### config.mk
export PLATFORM = sky130hd
export DESIGN_NAME = led_pwm_multi
export DESIGN_NICKNAME = d
export VERILOG_FILES = /design/src/rtl/led_pwm_multi.sv
export SDC_FILE = /design/constraint.sdc
export NUM_CORES = 1
export LEC_CHECK = 0
export BUFFER_PORTS_ARGS = -buffer_cell sky130_fd_sc_hd__buf_2
export CORE_MARGIN = 8
export CORE_UTILIZATION = 60
export DETAILED_ROUTE_END_ITERATION = 8
export GPL_TIMING_DRIVEN = 0
export PLACE_DENSITY = 0.75
export SLEW_MARGIN = 20
export SYNTH_ARGS = -nofsm -noshare
export SYNTH_HDL_FRONTEND = slang
export SYNTH_SLANG_ARGS = --single-unit
### constraint.sdc
create_clock -name clk -period 3.2 [get_ports clk]
set_input_delay 0.64 -clock clk [delete_from_list [all_inputs] [get_ports clk]]
set_output_delay 0.64 -clock clk [all_outputs]
set_load 0.02 [all_outputs]
### src/rtl/led_pwm_multi.sv
// Multi-channel LED PWM generator: one shared period counter drives CHANNELS
// outputs, each with solid or breathing duty applied only at period boundaries.
module led_pwm_multi #(
   parameter  int WIDTH    = 8,
   parameter  int CHANNELS = 4,
   parameter  int DIV      = 1,
   parameter  int STEP     = 4,
   localparam int CHW      = (CHANNELS > 1) ? $clog2(CHANNELS) : 1
) (
   input  logic                clk,
   input  logic                rst,
   input  logic                wr_en,
   input  logic [CHW-1:0]      wr_ch,
   input  logic [WIDTH-1:0]    wr_duty,
   input  logic                wr_mode,
   input  logic [CHW-1:0]      rd_ch,
   output logic [WIDTH-1:0]    rd_duty,
   output logic [CHANNELS-1:0] led_signal,
   output logic                period_start
);
   localparam int               DW       = (DIV > 1) ? $clog2(DIV) : 1;
   localparam logic [DW-1:0]    DIV_LAST = DW'(DIV - 1);
   localparam logic [WIDTH-1:0] MAX      = '1;
   localparam logic [WIDTH:0]   MAX_X    = {1'b0, MAX};
   localparam logic [WIDTH:0]   STEP_X   = (WIDTH + 1)'(STEP);
   localparam logic [CHW:0]     CH_LIM   = (CHW + 1)'(CHANNELS);

   typedef enum logic {DIR_UP = 1'b0, DIR_DOWN = 1'b1} dir_e;

   logic [DW-1:0]       div_cnt;
   logic [WIDTH-1:0]    cnt;
   logic                tick;
   logic                boundary;
   logic                wr_ok;

   logic [WIDTH-1:0]    pend_duty [CHANNELS];
   logic [WIDTH-1:0]    act_duty  [CHANNELS];
   logic [WIDTH-1:0]    nxt_duty  [CHANNELS];
   dir_e                dir       [CHANNELS];
   dir_e                nxt_dir   [CHANNELS];
   logic [CHANNELS-1:0] pend_mode;
   logic [CHANNELS-1:0] pend_new;
   logic [CHANNELS-1:0] act_mode;
   logic [CHANNELS-1:0] nxt_mode;
   logic [CHANNELS-1:0] wr_hit;

   logic [WIDTH-1:0]    eff_duty;
   logic                eff_new;
   logic [WIDTH:0]      sum;
   logic [WIDTH:0]      diff;

   assign tick     = (div_cnt == DIV_LAST);
   assign boundary = tick && (cnt == MAX);
   assign wr_ok    = wr_en && ({1'b0, wr_ch} < CH_LIM);
   assign rd_duty  = ({1'b0, rd_ch} < CH_LIM) ? act_duty[rd_ch] : '0;

   // Next-period duty per channel; a write landing on the boundary cycle is
   // folded in here so it takes effect at that same boundary.
   always_comb begin
      // NOTE: every combinational output gets a default first so no path can infer a latch.
      wr_hit   = '0;
      nxt_mode = '0;
      eff_duty = '0;
      eff_new  = 1'b0;
      sum      = '0;
      diff     = '0;
      for (int i = 0; i < CHANNELS; i++) begin
         nxt_duty[i] = act_duty[i];
         nxt_dir[i]  = dir[i];
         wr_hit[i]   = wr_ok && (wr_ch == CHW'(i));
         eff_duty    = wr_hit[i] ? wr_duty : pend_duty[i];
         nxt_mode[i] = wr_hit[i] ? wr_mode : pend_mode[i];
         eff_new     = wr_hit[i] || pend_new[i];
         sum         = {1'b0, act_duty[i]} + STEP_X;
         diff        = {1'b0, act_duty[i]} - STEP_X;
         if (eff_new || (nxt_mode[i] && !act_mode[i])) begin
            nxt_duty[i] = eff_duty;
            nxt_dir[i]  = DIR_UP;
         end else if (act_mode[i]) begin
            if (dir[i] == DIR_UP) begin
               if (sum >= MAX_X) begin
                  nxt_duty[i] = MAX;
                  nxt_dir[i]  = DIR_DOWN;
               end else begin
                  nxt_duty[i] = sum[WIDTH-1:0];
               end
            end else begin
               // diff[WIDTH] set means the subtraction went below zero
               if (diff[WIDTH] || (diff == '0)) begin
                  nxt_duty[i] = '0;
                  nxt_dir[i]  = DIR_UP;
               end else begin
                  nxt_duty[i] = diff[WIDTH-1:0];
               end
            end
         end else begin
            nxt_duty[i] = eff_duty;
         end
      end
   end

   // NOTE: sequential state uses non-blocking assignments so every register samples pre-edge values.
   always_ff @(posedge clk) begin
      if (!rst) begin
         div_cnt      <= '0;
         cnt          <= '0;
         led_signal   <= '0;
         period_start <= 1'b0;
         pend_mode    <= '0;
         pend_new     <= '0;
         act_mode     <= '0;
         // NOTE: the per-channel arrays are reset explicitly because duties must come up at zero.
         for (int i = 0; i < CHANNELS; i++) begin
            pend_duty[i] <= '0;
            act_duty[i]  <= '0;
            dir[i]       <= DIR_UP;
         end
      end else begin
         div_cnt      <= tick ? '0 : div_cnt + 1'b1;
         period_start <= boundary;
         if (tick) begin
            cnt <= cnt + 1'b1;
            for (int i = 0; i < CHANNELS; i++) begin
               led_signal[i] <= (act_duty[i] == MAX) || (cnt < act_duty[i]);
            end
         end
         for (int i = 0; i < CHANNELS; i++) begin
            if (wr_hit[i]) begin
               pend_duty[i] <= wr_duty;
               pend_mode[i] <= wr_mode;
            end
            if (boundary) begin
               act_duty[i] <= nxt_duty[i];
               dir[i]      <= nxt_dir[i];
               act_mode[i] <= nxt_mode[i];
               pend_new[i] <= 1'b0;
            end else if (wr_hit[i]) begin
               pend_new[i] <= 1'b1;
            end
         end
      end
   end

endmodule

=== Yosys cells after proc, flatten, opt, wreduce, memory -nomap -nowiden ===
Memories as Yosys holds them, arrays and structs flattened.
Index checks and enable logic that the tools add are counted.

* $add $sub $neg: 10
* Magnitude comparators: 8
* Eq/ne operators: 8
* Multiplexer cells: 76
* Bitwise gates (word level): 14
* Reductions and logical operators: 36

{| class="wikitable"
|+ Operators by type and width
! kind !! number
|-
| $mux W8 || 32
|-
| $mux W1 || 44
|-
| $eq A8 B8 Y1 const B || 5
|-
| $add A8 B3 Y9 const B || 4
|-
| $ge A9 B8 Y1 const B || 4
|-
| $logic_not A9 Y1 || 4
|-
| $sub A8 B3 Y9 const B || 4
|-
| $lt A8 B8 Y1 || 4
|-
| $logic_or A1 B1 Y1 || 16
|-
| $or A1 B1 Y1 || 12
|-
| $logic_and A1 B1 Y1 || 9
|-
| $add A8 B1 Y8 const B || 1
|-
| $eq A2 B2 Y1 const B || 2
|-
| $logic_not A1 Y1 || 4
|-
| $eq A2 B1 Y1 const B || 1
|-
| $logic_not A2 Y1 || 1
|-
| $not A1 Y1 || 2
|-
| $reduce_and A2 Y1 || 1
|-
| $reduce_or A2 Y1 || 1
|-
| $add A1 B1 Y1 const B || 1
|}

* Register bits: 26
* RAM bits: 68
* Bits of input ports: 16
* Word-level logic and storage cells: 165
* Memories kept: 3

{| class="wikitable"
|+ Memory list
! memory !! depth !! bits a word !! rd ports !! clocked after Yosys merged registers in !! wr ports !! RTL line !! RTL
|-
| act_duty || 4 || 8 || 5 || 0 || 4 || 37 || <nowiki>logic [WIDTH-1:0] act_duty [CHANNELS];</nowiki>
|-
| pend_duty || 4 || 8 || 4 || 0 || 4 || 36 || <nowiki>logic [WIDTH-1:0] pend_duty [CHANNELS];</nowiki>
|-
| dir || 4 || 1 || 4 || 0 || 4 || 39 || <nowiki>dir_e dir [CHANNELS];</nowiki>
|}

=== Longest topological paths before layout ===
Gate-level depths: netlist (run 1).

* Depth in word-level cells: 8
* Gate-level depth with buffers: 9
* Gate-level depth less buffers: 9

=== Least setup slack after synthesis (run 1) ===
Ideal clock, no wire load.

* Kind: input to register
* Start: input rst
* End: memory dir[1] in the netlist's numbering, data pin
* Data arrival time: 2.378 ns
* Required time: 3.032 ns
* Path slack: 0.653 ns
* Cell stages on the path: 5
* Cells stage by stage: clkbuf_1 inv_1 nor2_1 clkinv_1 a31oi_1

{| class="wikitable"
|+ RTL lines
! item !! RTL line !! RTL
|-
| start, declared || 11 || <nowiki>input logic rst,</nowiki>
|-
| end, declared || 39 ||
|}

==> flow_summary.yaml, run 1 <==
cells_and_area:
  final_nets: 797
  area_delta_synth_final_pct: 7.75
  drive_gt1_frac: 0.108
  fin_util: 0.659
  diodes: 0
synthesis:
  synth_top_area_frac: 0.309
  ys_seq_area_frac: 0.388
  synth_edf_count: 68
  syn_avg_cell_area_sq_um: 9.44
  synth_most_common_cell: "nand2_1"
  netlist_area_sq_mm: 0.00661
  synthTopCellsByCount: "nand2_1, edfxtp_1, nor2_1"
  netlist_instances: 700
  yosys_warnings: 0
  synth_area_leaders: "edfxtp_1, ha_1, dfxtp_1, and3_1, nand2_1"
  yosysUniqueCellTypes: 79
  yosys_register_bits: 94
  synth-async-reset-ratio: 0
  synth_nets: 761
  synth_area_leader_cell: "edfxtp_1"
  yosys_most_used_dff: "edfxtp_1"
clock_tree:
  cts_tree: "yes"
  clk_latency_ns: 0.38
  cts_resized: 1
  cts_buffer_depth: 2
  htree_levels: 3
  clock-root-buffer: "clkbuf_8"
  clock-sinks: 94
  cts_setup_buffers: 0
  numCtsBuffers: 9
  clk_pin_slew_worst_paths_ns: 0.10
  holdBufCountCts: 0
timing:
  setup_viol: 0
  period_share: 0.892
  setup_slack_ns: 0.345
  final.min_clock_period_ns: 2.86
  hold_violations: 0
  slew_viol_final: 0
  fmax_ghz: 0.350
  hold_slack_ns: 0.483
  fin_setup_tns_ns: 0
  rsz0062_at_grt: "false"
  clock_skew_ns: 0.0132
  tightest_slew_ns: 0.885
  maxSlewHeadroom: 0.395
placed_design:
  place_congestion: 0.937
  post-place-ws_ns: -0.530
  dp_hpwl_mm: 13.3
  port_buffers: 25
floorplan:
  fp.dieH_um: 121
  initial_core_util: 0.612
  die_x_um: 121
  io_pins: 29
  core_area_sq_mm: 0.0108
  placementRows: 38
  dieArea_sq_mm: 0.0146
setup_path:
  regToRegSetupSlack_ns: 0.49
  cp_max_fo: 32
  slowest_delay_ns: 0.68
  critPathKind: "input port to register"
  startpoint_type: "input port"
  critPathSlowestCell: "clkinv_2"
  crit_path_end_kind: "register"
  cp_data_required_time_ns: 3.43
  crit_arrival_ns: 3.08
  crit_chain: "clkbuf_1 > inv_1 > nor2_1 > clkinv_2 > a31oi_1"
global_route:
  grt_pass1_vias: 5415
  grt_use_total: 0.248
  antenna_found_initial: 0
  grt-ovfl-total: 0
  grt_pass1_wl_mm: 28.4
  grt_start_max_net_pins: 33
routing:
  drc: 0
  dr.pass1.iters: 5
  ant_nets: 0
  drt-total-wl_mm: 17.8
  wire_per_inst_um: 20.2
  via_count: 5727
  vias_per_cell: 6.50
  drt_first_iter_violations: 652
worst_hold_path:
  hold_class: "register to register"
status:
  status: "finished, final reports clean"
power:
  vdd_drop_max_v: 0.000415
  power.leakage_nw: 2.88
  power_density_mw_per_mm2: 366
job:
  cap_violations: 0
-- logic make-up after synthesis --
family / after synthesis / synth area share
AOI/OAI and AO/OA: 161 / 0.175
xor gates and xnor gates: 18 / 0.0239
adders and majority gates: 45 / 0.0852
buffers and inverters: 78 / 0.0511
DFF: 94 / 0.388
muxes: 33 / 0.0665
other: 1 / 0.000568
and+or+nand+nor: 270 / 0.210
-- layer usage --
metal / vias up / global-route usage / share of wire
met1: 2684 / 0.338 / 0.44
met3: 39 / 0.0549 / 0.094
met2: 307 / 0.378 / 0.44
met4: 0 / 0.0921 / 0.023
met5: - / 0 / 0
li1: 2697 / - / -
-- flip-flops by register name, indices dropped and copies added, names as in the netlist, 4 cells and up --
register,flops
act_duty,32
pend_duty,32
cnt,8
led_signal,4
pend_new,4
pend_mode,4
act_mode,4
dir,4
-- final cells by class --
class,count,area [sq um]
fillers,892,3680
plain buffers,42,203
inverters,36,136
clock buffers,10,138
clock inverters,6,72.6
well taps,140,175
flip-flops and latches,94,2560
repair buffers,25,125
multi-input cells,528,3700
-- path summary, 6_finish.rpt --
kind | startpoint | endpoint | cells after the start
worst max register to register | act_duty[2][2]$_SDFFCE_PN0P_ | act_duty[2][2]$_SDFFCE_PN0P_ | 8
worst max-delay path | rst | dir[1]$_DFFE_PP_ | 5
worst min register to register | pend_new[3]$_SDFFE_PP0P_ | pend_new[3]$_SDFFE_PP0P_ | 2
worst min-delay path | pend_new[3]$_SDFFE_PP0P_ | pend_new[3]$_SDFFE_PP0P_ | 2
-- critical path, delay by kind of cell --
kind                   cells  cell delay [ns]
AOI/OAI and AO/OA          1             0.32
and+or+nand+nor            1             0.64
buffers and inverters      3             1.47
-- through the flow --
step	std cells	area [sq um]	total power, mW
5_1_grt	881	7120	2.69
2_1_floorplan	700	6610	1.65
4_1_cts	881	7120	2.61
3_5_place_dp	865	6910	1.77
6_report	881	7120	2.61
3_3_place_gp	865	6910	1.76
-- power breakdown --
group,leakage (nW),internal (mW),switching (mW)
registers,0.905,1.36,0.0423
clock network,0.110,0.395,0.461
logic,1.87,0.129,0.221
total,2.88,1.88,0.725
-- placed cells by master, fill, tap and decap left out, types with 9 or more instances in the layout --
cell	n
a211oi_1	14
a21o_1	9
a21oi_1	26
a31oi_1	17
and3_1	45
buf_2	30
clkbuf_1	31
clkbuf_8	12
dfxtp_1	26
edfxtp_1	68
ha_1	45
inv_1	32
mux2i_1	21
nand2_1	70
nand2b_1	12
nand3_1	23
nand4_1	9
nor2_1	52
nor2b_1	11
nor3_1	17
o21ai_0	33
xnor2_1	11
Power figures use the tool's default switching activity.
==> run 2: changes to the inputs <==
--- a/config.mk
+++ b/config.mk
@@ -11,6 +11,7 @@
 export DETAILED_ROUTE_END_ITERATION = 8
 export GPL_TIMING_DRIVEN = 0
 export PLACE_DENSITY = 0.75
+export SETUP_SLACK_MARGIN = 0.5
 export SLEW_MARGIN = 20
 export SYNTH_ARGS = -nofsm -noshare
 export SYNTH_HDL_FRONTEND = slang
==> run 2 against run 1 <==
Sequential cell count unchanged. Highest routed layer unchanged. Power grew 0.21%. Non-clock buffer count rose by 6. Global-route usage about the same. Sequential power hardly changed. Largest cell class unchanged. Worst setup slack improved by 0.16 ns. Routed wire length is 1.1% higher. Worst hold slack worse by 0.00085 ns.
==> flow_summary.yaml, run 2 (synthesized netlist as in run 1, its figures left out) <==
cells_and_area:
  drive_gt1_frac: 0.118
  final_nets: 803
  final_common_cell: "nand2_1"
  fin_util: 0.665
  diodes: 0
  final_cell_mix: "nand2_1, edfxtp_1, nor2_1"
  area_delta_synth_final_pct: 8.66
  reg_top3: "act_duty (32), pend_duty (32), cnt (8)"
  final_cells: 887
setup_path:
  r2r_end: "act_duty[2][1]$_SDFFCE_PN0P_"
  startpoint_type: "input port"
  regToRegSetupSlack_ns: 0.53
  crit_path_end_kind: "register"
  critPathSlowestCell: "nor2_1"
  critPathKind: "input port to register"
  r2r-start: "act_duty[2][2]$_SDFFCE_PN0P_"
  crit_start: "rst"
  worst_r2r_path_depth: 8
  crit_arrival_ns: 2.92
  cp_data_required_time_ns: 3.42
  crit_chain: "clkbuf_1 > inv_1 > nor2_1 > clkinv_4 > a21oi_1"
  slowest_delay_ns: 0.72
  cp_max_fo: 32
  cp-endpoint: "dir[0]$_DFFE_PP_"
power:
  power_frac_comb: 0.136
  p_seq_frac: 0.536
  power_density_mw_per_mm2: 364
  power_switching_mw: 0.727
  p_int_mw: 1.89
  vdd_drop_max_v: 0.000414
  clockPowerShare: 0.328
  p_sw_frac: 0.278
  power.leakage_nw: 2.91
routing:
  drt-total-wl_mm: 18.0
  wire_per_inst_um: 20.3
  drc: 0
  vias_per_cell: 6.51
  via_count: 5774
  drt_first_iter_violations: 634
  ant_nets: 0
  dr.pass1.iters: 5
floorplan:
  io_pins: 29
  placementRows: 38
  die_x_um: 121
  dieArea_sq_mm: 0.0146
  fp.dieH_um: 121
  core_area_sq_mm: 0.0108
  initial_core_util: 0.612
job:
  cap_violations: 0
clock_tree:
  clk_pin_slew_worst_paths_ns: 0.10
  numCtsBuffers: 9
  htree_levels: 3
  holdBufCountCts: 0
  cts_buffer_depth: 2
  cts_tree: "yes"
  clock-root-buffer: "clkbuf_8"
  clk_latency_ns: 0.38
  clock-sinks: 94
placed_design:
  place_congestion: 0.937
  post-place-ws_ns: -0.530
  port_buffers: 25
  place_inst: 865
  dp_hpwl_mm: 13.3
timing:
  slew_viol_final: 0
  setup_slack_ns: 0.506
  tightest_slew_ns: 0.846
  hold_slack_ns: 0.482
  hold_violations: 0
  rsz0062_at_grt: "true"
  final.min_clock_period_ns: 2.69
  setup_viol: 0
  fmax_ghz: 0.371
  clock_skew_ns: 0.0142
  period_share: 0.842
  maxSlewHeadroom: 0.434
global_route:
  grt_pass1_wl_mm: 28.4
  grt_start_max_net_pins: 33
  grt_use_total: 0.248
  grt_pass1_vias: 5423
  antenna_found_initial: 0
  grt-ovfl-total: 0
status:
  status: "finished, final reports clean"
worst_hold_path:
  hold_class: "register to register"
run 2: worst min-delay path by stage:
stage	from	end	slack [ns]	cells past startpoint
2_1_floorplan	pend_new[3]$_SDFFE_PP0P_	pend_new[3]$_SDFFE_PP0P_	0.43	2
3_3_place_gp	pend_new[3]$_SDFFE_PP0P_	pend_new[3]$_SDFFE_PP0P_	0.45	2
3_5_place_dp	pend_new[3]$_SDFFE_PP0P_	pend_new[3]$_SDFFE_PP0P_	0.46	2
4_1_cts	pend_new[3]$_SDFFE_PP0P_	pend_new[3]$_SDFFE_PP0P_	0.48	2
5_1_grt	pend_new[3]$_SDFFE_PP0P_	pend_new[3]$_SDFFE_PP0P_	0.52	2
6_report	pend_new[3]$_SDFFE_PP0P_	pend_new[3]$_SDFFE_PP0P_	0.48	2
run 2: worst max-delay path: cells and delay by family:
family	cells	cell delay (ns)
buf+inv	3	1.27
simple gates	1	0.72
compound gates	1	0.27
run 2: what timing repair did:
item	in CTS	in global routing
buffers inserted	0	6
gates resized for setup	2	3
setup endpoints to repair	32	13
run 2: metrics by stage:
step	instance area (sq um)	setup TNS, ns	power, mW
after floorplan	6610	0	1.65
after global placement	6910	-14.37	1.76
after detailed placement	6910	-15.50	1.77
after CTS	7120	0	2.61
after global routing	7180	0	2.70
final	7180	0	2.61
run 2: area by class of cell:
class / count / area, sq um
fillers: 896 / 3620
inverters: 36 / 140
flip-flops and latches: 94 / 2560
clock inverters: 6 / 72.6
repair buffers: 31 / 170
clock buffers: 10 / 138
multi-input cells: 528 / 3720
well taps: 140 / 175
plain buffers: 42 / 203
run 2: power by group through the flow:
stage,clock (mW),sequential (mW),combinational [mW]
final,0.857,1.40,0.356
after CTS,0.866,1.40,0.346
after detailed placement,0,1.43,0.343
after floorplan,0,1.42,0.234
after global placement,0,1.43,0.333
after global routing,0.902,1.41,0.389
run 2: metal layers:
layer	part of all wire	GRT usage	vias to the layer above
li1	-	-	2705
met1	0.44	0.339	2700
met2	0.44	0.379	324
met3	0.095	0.0544	45
met4	0.021	0.0913	0
met5	0	0	-
